==> config.mk <==
export PLATFORM = sky130hd
export DESIGN_NAME = ble_k_frac
export DESIGN_NICKNAME = d
export VERILOG_FILES = /design/src/rtl/ble_pkg.sv /design/src/rtl/ble_cfg_loader.sv /design/src/rtl/ble_k_frac.sv
export SDC_FILE = /design/constraint.sdc
export NUM_CORES = 1
export LEC_CHECK = 0
export ABC_AREA = 1
export CORE_MARGIN = 2
export CORE_UTILIZATION = 38
export DETAILED_ROUTE_END_ITERATION = 12
export HOLD_SLACK_MARGIN = 0.1
export MAX_ROUTING_LAYER = met4
export PLACE_DENSITY_LB_ADDON = 0.12
export SLEW_MARGIN = 10
export SYNTH_ARGS = -nofsm -noshare
export SYNTH_HDL_FRONTEND = slang
export SYNTH_SLANG_ARGS = --single-unit
export TNS_END_PERCENT = 100
==> constraint.sdc <==
create_clock -name clk -period 1.5 [get_ports clk]
set_input_delay 0.3 -clock clk [delete_from_list [all_inputs] [get_ports clk]]
set_output_delay 0.3 -clock clk [all_outputs]
set_load 0.005 [all_outputs]
==> src/rtl/ble_pkg.sv <==
// ---------------------------------------------------------------------------
// ble_pkg
//
// Shared definitions for the fracturable K-input BLE and its config loader:
//   - ld_state_e    : loader FSM state encoding (IDLE / LOAD / COMMIT)
//   - cfg_width()   : config vector width for a given K (truth table + 3)
//   - cfg_nwords()  : number of CFG_DW-wide words needed to carry the vector
//   - tt_size()     : LUT truth-table size (2^K)
//   - *_bit()       : bit offsets of the control fields inside the vector
//
// Config vector layout (LSB first):
//   [0 .. 2^K-1]  LUT truth table
//   [2^K]         frac enable
//   [2^K+1]       output mux 0 select (0 = combinational, 1 = registered)
//   [2^K+2]       output mux 1 select
// ---------------------------------------------------------------------------
package ble_pkg;

    // Loader FSM states.
    typedef enum logic [1:0] {
        LD_IDLE   = 2'd0,
        LD_LOAD   = 2'd1,
        LD_COMMIT = 2'd2
    } ld_state_e;

    // Legal parameter ranges for the BLE.
    localparam int K_MIN      = 4;
    localparam int K_MAX      = 6;
    localparam int CFG_DW_MIN = 1;
    localparam int CFG_DW_MAX = 32;

    // Number of truth-table entries for a K-input LUT.
    function automatic int tt_size(input int k);
        return 1 << k;
    endfunction

    // Full config vector width: truth table plus frac and two omux selects.
    function automatic int cfg_width(input int k);
        return tt_size(k) + 3;
    endfunction

    // Words of width dw needed to transport the config vector (ceiling).
    function automatic int cfg_nwords(input int k, input int dw);
        return (cfg_width(k) + dw - 1) / dw;
    endfunction

    // Bit offsets of the control fields that follow the truth table.
    function automatic int frac_bit(input int k);
        return tt_size(k);
    endfunction

    function automatic int omux0_bit(input int k);
        return tt_size(k) + 1;
    endfunction

    function automatic int omux1_bit(input int k);
        return tt_size(k) + 2;
    endfunction

endpackage : ble_pkg

==> src/rtl/ble_cfg_loader.sv <==
// ---------------------------------------------------------------------------
// ble_cfg_loader
//
// Serial config loader for the BLE. Words arrive on a valid/ready handshake
// and are assembled into a shadow register; once the last word is taken the
// FSM spends exactly one COMMIT cycle copying shadow -> active and pulsing
// cfg_done_o. The active config therefore only ever changes as a whole, and
// a partially loaded shadow never reaches the logic it configures.
//
// Ports
//   clk          : clock, all state on rising edge
//   reset        : synchronous active-high reset (aborts any load in flight)
//   cfg_valid_i  : config word valid
//   cfg_data_i   : config word payload, word w lands at bits [w*CFG_DW +: CFG_DW]
//   cfg_ready_o  : word accepted this cycle if valid (low only in COMMIT)
//   cfg_done_o   : one-cycle pulse during COMMIT
//   active_cfg_o : currently active config vector
// ---------------------------------------------------------------------------
module ble_cfg_loader
    import ble_pkg::*;
#(
    parameter int K      = 6,
    parameter int CFG_DW = 8
) (
    input  logic                    clk,
    input  logic                    reset,
    input  logic                    cfg_valid_i,
    input  logic [CFG_DW-1:0]       cfg_data_i,
    output logic                    cfg_ready_o,
    output logic                    cfg_done_o,
    output logic [cfg_width(K)-1:0] active_cfg_o
);

    localparam int CFG_W  = cfg_width(K);
    localparam int NWORDS = cfg_nwords(K, CFG_DW);
    localparam int CNT_W  = (NWORDS > 1) ? $clog2(NWORDS) : 1;

    localparam logic [CNT_W-1:0] LAST_WORD = CNT_W'(NWORDS - 1);

    ld_state_e        state_q, state_d;
    logic [CNT_W-1:0] cnt_q, cnt_d;
    logic [CFG_W-1:0] shadow_q, shadow_d;
    logic [CFG_W-1:0] active_q;
    logic             accept;
    logic             last_word;

    assign cfg_ready_o = (state_q != LD_COMMIT);
    assign accept      = cfg_valid_i & cfg_ready_o;
    assign last_word   = (cnt_q == LAST_WORD);

    // The pulse is masked while reset is asserted so that a reset landing on
    // the COMMIT cycle aborts cleanly: no copy and no visible done.
    assign cfg_done_o   = (state_q == LD_COMMIT) & ~reset;
    assign active_cfg_o = active_q;

    // ------------------------------------------------------------------
    // Next-state logic
    // ------------------------------------------------------------------
    always_comb begin
        state_d = state_q;
        cnt_d   = cnt_q;
        unique case (state_q)
            LD_IDLE, LD_LOAD: begin
                if (accept) begin
                    if (last_word) begin
                        // Counter rewinds on COMMIT entry so the next load can
                        // start right after the single COMMIT cycle.
                        state_d = LD_COMMIT;
                        cnt_d   = '0;
                    end else begin
                        state_d = LD_LOAD;
                        cnt_d   = cnt_q + CNT_W'(1);
                    end
                end
            end
            LD_COMMIT: begin
                state_d = LD_IDLE;
            end
            default: begin
                state_d = LD_IDLE;
                cnt_d   = '0;
            end
        endcase
    end

    // ------------------------------------------------------------------
    // Shadow write path: one slice per word. The last slice is truncated at
    // CFG_W, so padding bits of the final word are simply never stored.
    // ------------------------------------------------------------------
    generate
        for (genvar gi = 0; gi < NWORDS; gi++) begin : g_word
            localparam int LO    = gi * CFG_DW;
            localparam int HI    = ((LO + CFG_DW) < CFG_W) ? (LO + CFG_DW - 1) : (CFG_W - 1);
            localparam int WIDTH = HI - LO + 1;

            logic word_we;

            assign word_we         = accept && (cnt_q == CNT_W'(gi));
            assign shadow_d[HI:LO] = word_we ? cfg_data_i[WIDTH-1:0] : shadow_q[HI:LO];
        end
    endgenerate

    // ------------------------------------------------------------------
    // State registers
    // ------------------------------------------------------------------
    always_ff @(posedge clk) begin
        if (reset) begin
            state_q  <= LD_IDLE;
            cnt_q    <= '0;
            shadow_q <= '0;
            active_q <= '0;
        end else begin
            state_q  <= state_d;
            cnt_q    <= cnt_d;
            shadow_q <= shadow_d;
            if (state_q == LD_COMMIT) begin
                active_q <= shadow_q;
            end
        end
    end

endmodule : ble_cfg_loader

==> src/rtl/ble_k_frac.sv <==
// ---------------------------------------------------------------------------
// ble_k_frac
//
// Fracturable K-input basic logic element: one 2^K-entry LUT that can act as
// a single K-LUT (both outputs identical) or as two (K-1)-LUTs sharing the low
// K-1 inputs, each output followed by an enable FF and a comb/registered mux.
// Configuration arrives serially through ble_cfg_loader.
//
// Ports
//   clk       : clock, all state on rising edge
//   reset     : synchronous active-high reset
//   ble_in    : LUT inputs, ble_in[0] is the LSB of the LUT index
//   ble_ce    : per-FF clock enable, bit n enables FF n
//   cfg_valid : config word valid
//   cfg_data  : config word payload
//   cfg_ready : config word accepted this cycle if valid
//   cfg_done  : one-cycle pulse when a new config becomes active
//   ble_out   : BLE outputs 0 and 1
// ---------------------------------------------------------------------------
module ble_k_frac
    import ble_pkg::*;
#(
    parameter int K      = 6,
    parameter int CFG_DW = 8
) (
    input  logic              clk,
    input  logic              reset,
    input  logic [K-1:0]      ble_in,
    input  logic [1:0]        ble_ce,
    input  logic              cfg_valid,
    input  logic [CFG_DW-1:0] cfg_data,
    output logic              cfg_ready,
    output logic              cfg_done,
    output logic [1:0]        ble_out
);

    localparam int CFG_W     = cfg_width(K);
    localparam int TT        = tt_size(K);
    localparam int FRAC_BIT  = frac_bit(K);
    localparam int OMUX0_BIT = omux0_bit(K);
    localparam int OMUX1_BIT = omux1_bit(K);

    logic [CFG_W-1:0]    active_cfg;
    logic [TT-1:0]       lut_table;
    logic                frac_en;
    logic [1:0]          omux_sel;
    logic [1:0][K-1:0]   lut_idx;
    logic [1:0]          lut_out;
    logic [1:0]          ff_q, ff_d;

    // ------------------------------------------------------------------
    // Config loader
    // ------------------------------------------------------------------
    ble_cfg_loader #(
        .K      (K),
        .CFG_DW (CFG_DW)
    ) u_cfg_loader (
        .clk          (clk),
        .reset        (reset),
        .cfg_valid_i  (cfg_valid),
        .cfg_data_i   (cfg_data),
        .cfg_ready_o  (cfg_ready),
        .cfg_done_o   (cfg_done),
        .active_cfg_o (active_cfg)
    );

    // ------------------------------------------------------------------
    // Config field decode
    // ------------------------------------------------------------------
    assign lut_table = active_cfg[TT-1:0];
    assign frac_en   = active_cfg[FRAC_BIT];
    assign omux_sel  = {active_cfg[OMUX1_BIT], active_cfg[OMUX0_BIT]};

    // In frac mode the top input is replaced by a constant half-select, so
    // output 0 reads the lower half of the table and output 1 the upper half.
    assign lut_idx[0] = frac_en ? {1'b0, ble_in[K-2:0]} : ble_in;
    assign lut_idx[1] = frac_en ? {1'b1, ble_in[K-2:0]} : ble_in;

    // ------------------------------------------------------------------
    // Per-output LUT read, enable FF and output mux
    // ------------------------------------------------------------------
    generate
        for (genvar gi = 0; gi < 2; gi++) begin : g_out
            assign lut_out[gi] = lut_table[lut_idx[gi]];
            assign ff_d[gi]    = ble_ce[gi] ? lut_out[gi] : ff_q[gi];
            assign ble_out[gi] = omux_sel[gi] ? ff_q[gi] : lut_out[gi];
        end
    endgenerate

    always_ff @(posedge clk) begin
        if (reset) begin
            ff_q <= '0;
        end else begin
            ff_q <= ff_d;
        end
    end

endmodule : ble_k_frac

==> flow_summary.html <==
<table>
<tr><th>Metric</th><th>Value</th></tr>
<tr><th colspan="2">Status</th></tr>
<tr><td>Status</td><td>finished with violations</td></tr>
<tr><td>Violations in the final reports</td><td>negative setup slack</td></tr>
<tr><th colspan="2">Global route</th></tr>
<tr><td>GR met2 Demand/Resource</td><td>36.8%</td></tr>
<tr><td>Vias in the first global route</td><td>5,325</td></tr>
<tr><td>First-pass GRT wire length</td><td>27.3 mm</td></tr>
<tr><td>GR peak layer</td><td>met2</td></tr>
<tr><td>Combined global-route utilization of all metal layers</td><td>22.3%</td></tr>
<tr><td>Grt total ovfl</td><td>0</td></tr>
<tr><td>Maximum number of pins on one net before global-route repair</td><td>49</td></tr>
<tr><td>Initial antenna violation count</td><td>0</td></tr>
<tr><td>Grt met3 use</td><td>4.55%</td></tr>
<tr><td>Met1 demand-to-capacity share in global routing</td><td>26.8%</td></tr>
<tr><th colspan="2">Clock network</th></tr>
<tr><td>TritonCTS Buffers</td><td>17</td></tr>
<tr><td>Root Driver</td><td>sky130_fd_sc_hd__clkbuf_16</td></tr>
<tr><td>CTS Buffer Depth</td><td>2</td></tr>
<tr><td>CTS tree</td><td>yes</td></tr>
<tr><td>Number of H-tree levels</td><td>4</td></tr>
<tr><td>Clock latency on the worst-skew pair</td><td>0.42 ns</td></tr>
<tr><td>Clock-pin slew on the worst setup and hold paths</td><td>0.06 ns</td></tr>
<tr><td>Num Clock Sinks</td><td>142</td></tr>
<tr><th colspan="2">STA</th></tr>
<tr><td>Slew margin rel.</td><td>73.2%</td></tr>
<tr><td>Worst-margin pin slew</td><td>0.402 ns</td></tr>
<tr><td>Min setup slack post-route</td><td>-0.477 ns</td></tr>
<tr><td>Setup-violating endpoint count in the final report</td><td>9</td></tr>
<tr><td>Fin crit share</td><td>132%</td></tr>
<tr><td>Hold Violations, Final</td><td>0</td></tr>
<tr><td>Setup repair after global routing missed its margin</td><td>true</td></tr>
<tr><td>Shortest clock period the worst path allows after layout</td><td>1.98 ns</td></tr>
<tr><td>Worst Skew</td><td>0.0111 ns</td></tr>
<tr><td>Hold_ws</td><td>0.471 ns</td></tr>
<tr><td>Number of max-slew violations in the final report</td><td>0</td></tr>
<tr><td>Highest attainable clock frequency</td><td>506 MHz</td></tr>
<tr><th colspan="2">Final layout</th></tr>
<tr><td>Finished Core Util</td><td>50.5%</td></tr>
<tr><td>Fraction of final layout cells sized beyond drive strength 1</td><td>24.6%</td></tr>
<tr><td>N_diodes</td><td>0</td></tr>
<tr><td>Nets@finish</td><td>883</td></tr>
<tr><td>Most common library cell in the layout ignoring fill and taps</td><td>sky130_fd_sc_hd__nor2_1</td></tr>
<tr><td>Final Instance Area</td><td>7650 um^2</td></tr>
<tr><td>Top library cells by usage in the layout, fill and taps aside</td><td>sky130_fd_sc_hd__nor2_1, sky130_fd_sc_hd__dfxtp_1, sky130_fd_sc_hd__o21ai_1</td></tr>
<tr><td>Growth of design area from synthesis to finish</td><td>30.7%</td></tr>
<tr><th colspan="2">Floorplan</th></tr>
<tr><td>Total core area</td><td>15,100 um^2</td></tr>
<tr><td>Initial core utilization</td><td>38.6%</td></tr>
<tr><td>Die Span Y</td><td>128 um</td></tr>
<tr><td>Chip width</td><td>128 um</td></tr>
<tr><td>Number of core rows</td><td>45</td></tr>
<tr><td># IOs</td><td>23</td></tr>
<tr><td>Total Die Area</td><td>16,400 um^2</td></tr>
<tr><th colspan="2">Yosys</th></tr>
<tr><td>Count of synthesis-stage warnings from yosys</td><td>0</td></tr>
<tr><td>Count of distinct cell types in the synthesized netlist</td><td>28</td></tr>
<tr><td>Cell type with the highest aggregate area in the netlist</td><td>sky130_fd_sc_hd__dfxtp_1</td></tr>
<tr><td>Register bit count reported by yosys</td><td>142</td></tr>
<tr><td>Post-Syn Nets</td><td>833</td></tr>
<tr><td>Area share of the largest cell type after synthesis</td><td>48.6%</td></tr>
<tr><td>Cell count after synthesis</td><td>810</td></tr>
<tr><td>Top post-synthesis cells by area</td><td>sky130_fd_sc_hd__dfxtp_1, sky130_fd_sc_hd__nor2_1, sky130_fd_sc_hd__o21ai_1</td></tr>
<tr><td>Share of synthesized area occupied by flip-flops and latches</td><td>48.6%</td></tr>
<tr><td>Post-Synthesis Cell Area</td><td>5850 um^2</td></tr>
<tr><td>Avg Synthesized Cell Area</td><td>7.23 um^2</td></tr>
<tr><th colspan="2">Setup path</th></tr>
<tr><td>Count of cell instances traversed by the critical path</td><td>15</td></tr>
<tr><td>Worst Path Max Fanout</td><td>8</td></tr>
<tr><td>Startpoint of the lowest-slack register-to-register path</td><td>u_cfg_loader.state_q[1]</td></tr>
<tr><td>Worst setup path category</td><td>input pin to output port</td></tr>
<tr><td>Worst-case reg-to-reg path depth</td><td>9</td></tr>
<tr><td>Worst EP arrival</td><td>1.68 ns</td></tr>
<tr><td>Chain of cells forming the critical path</td><td>buf_8 &gt; buf_12 &gt; buf_12 &gt; buf_12 &gt; nand2_4 &gt; nand3_2 &gt; nand3_2 &gt; nand2_2 &gt; nand2_2 &gt; nand3_2 &gt; nand3b_1 &gt; nand2_1 &gt; nand2_1 &gt; nand2_1 &gt; buf_2</td></tr>
<tr><td>Termination of the worst setup path</td><td>ble_out[1]</td></tr>
<tr><td>Standard cell with the maximum stage delay on the critical path</td><td>sky130_fd_sc_hd__buf_12</td></tr>
<tr><td>WP buf/inv</td><td>5</td></tr>
<tr><td>Cell family with the largest share of critical-path delay</td><td>simple AND/OR/NAND/NOR gates</td></tr>
<tr><td>Worst reg2reg path endpoint</td><td>u_cfg_loader.shadow_q[58]</td></tr>
<tr><td>CP Launch Type</td><td>input pin</td></tr>
<tr><td>Longest individual stage delay on the worst path</td><td>0.15 ns</td></tr>
<tr><td>Minimum setup slack among reg-to-reg paths</td><td>-0.03 ns</td></tr>
<tr><td>Type of element capturing the critical path</td><td>output port</td></tr>
<tr><td>Worst EP required</td><td>1.20 ns</td></tr>
<tr><td>Timing startpoint of the critical path</td><td>ble_in[0]</td></tr>
<tr><th colspan="2">Routing</th></tr>
<tr><td>Number of DRC markers after the initial detailed-route iteration</td><td>388</td></tr>
<tr><td>Post-DR vias/cell</td><td>5.06</td></tr>
<tr><td>WL final</td><td>16.8 mm</td></tr>
<tr><td>Remaining antenna violation count</td><td>0</td></tr>
<tr><td>DRC violations left</td><td>0</td></tr>
<tr><td>Detailed Routing Iterations Pass 1</td><td>4</td></tr>
<tr><td>WL/cell</td><td>15.8 um</td></tr>
<tr><td>Via count</td><td>5,367</td></tr>
<tr><th colspan="2">Place</th></tr>
<tr><td>Weighted congestion at the end of routability-driven global placement</td><td>0.869</td></tr>
<tr><td>Estimated wirelength of the detail-placed design</td><td>10.5 mm</td></tr>
<tr><td>Number of buffer cells added on primary ports</td><td>22</td></tr>
<tr><td>Placed cell area</td><td>6560 um^2</td></tr>
<tr><th colspan="2">Worst hold path</th></tr>
<tr><td>Worst hold path cell count</td><td>2</td></tr>
<tr><td>Worst hold-check path type</td><td>flop to flop</td></tr>
<tr><th colspan="2">Power and ir drop</th></tr>
<tr><td>Peak VDD IR</td><td>0.767 mV</td></tr>
<tr><td>Power density cells</td><td>1140 nW/um^2</td></tr>
<tr><td>Leakage dissipation</td><td>0.00355 uW</td></tr>
<tr><th colspan="2">Flow run</th></tr>
<tr><td>Max-cap violations</td><td>0</td></tr>
</table>
how the worst min path moves through the flow:
stage,start,endpoint,slack (ns)
5_1_grt,u_cfg_loader.shadow_q[42],u_cfg_loader.active_cfg_o[42],0.50
6_report,u_cfg_loader.active_cfg_o[66],u_cfg_loader.active_cfg_o[66],0.47
3_3_place_gp,u_cfg_loader.shadow_q[66],u_cfg_loader.shadow_q[66],0.46
4_1_cts,u_cfg_loader.active_cfg_o[65],u_cfg_loader.active_cfg_o[65],0.47
3_5_place_dp,u_cfg_loader.active_cfg_o[65],u_cfg_loader.active_cfg_o[65],0.46
2_1_floorplan,reset,u_cfg_loader.cnt_q[1],0.42
logic make-up after synthesis:
group	Yosys count	share of synthesized area [%]
adders and majority gates	4	0.855
DFF	142	48.6
and+or+nand+nor	443	31.9
buffers and inverters	78	6.18
xor gates and xnor gates	2	0.299
AOI/OAI and AO/OA	141	12.2
worst min-delay path, delay by kind of cell, from the launching register on:
kind	cells	cell delay, ns
compound gates	1	0.06
flops	1	0.31
buf+inv	1	0.06
layout make-up:
cell class	count	area, um^2
repair inverters	1	7.51
clock inverters	12	138
repair buffers	77	876
multi-input cells	590	2920
fillers	1443	7500
inverters	31	144
well taps	188	235
flip-flops and latches	142	2880
clock buffers	20	447
layer usage:
metal / vias to the layer above / routed length (um)
met1: 2539 / 7700
met2: 92 / 8170
li1: 2713 / -
met4: 0 / 386
met3: 23 / 518
met5: - / 0
cells in the mapped netlist, drive strengths merged:
cell,n
nor2,277
dfxtp,142
o21ai,135
nand2,96
nand3,56
inv,30
buf,26
clkbuf,21
nor3,9
a21oi,4
ha,4
nand3b,2
or2,2
xor2,2
clkinv,1
nand4,1
o211ai,1
o32ai,1
state kept, by name, indices dropped and copies added (netlist names):
register                   count
u_cfg_loader.state_q           2
ff_q                           2
u_cfg_loader.active_cfg_o     67
u_cfg_loader.cnt_q             4
u_cfg_loader.shadow_q         67
power by group:
part	leakage [uW]	switching [uW]	internal, uW
combinational	0.00211	393	291
clock	0.000281	1640	2500
sequential	0.00116	31.8	3830
metrics by stage:
stage / TNS (ns) / power, uW / worst slack, ns / cells
global route: -2.80 / 8970 / -0.587 / 1061
global placement: -21.77 / 4530 / -1.20 / 1017
finish: -1.11 / 8690 / -0.477 / 1061
CTS: -0.968 / 8730 / -0.449 / 1060
detailed placement: -24.35 / 4540 / -1.22 / 1017
floorplan: 0 / 4260 / 0.00755 / 810
what timing repair did:
item | CTS | global route
cloned | 3 | 0
pin swaps | 52 | 22
hold buffers | 0 | 0
resized for setup | 107 | 42
endpoints found under the setup margin | 6 | 52
buffers inserted | 10 | 1
No activity file was read; power rests on OpenSTA's default activity.
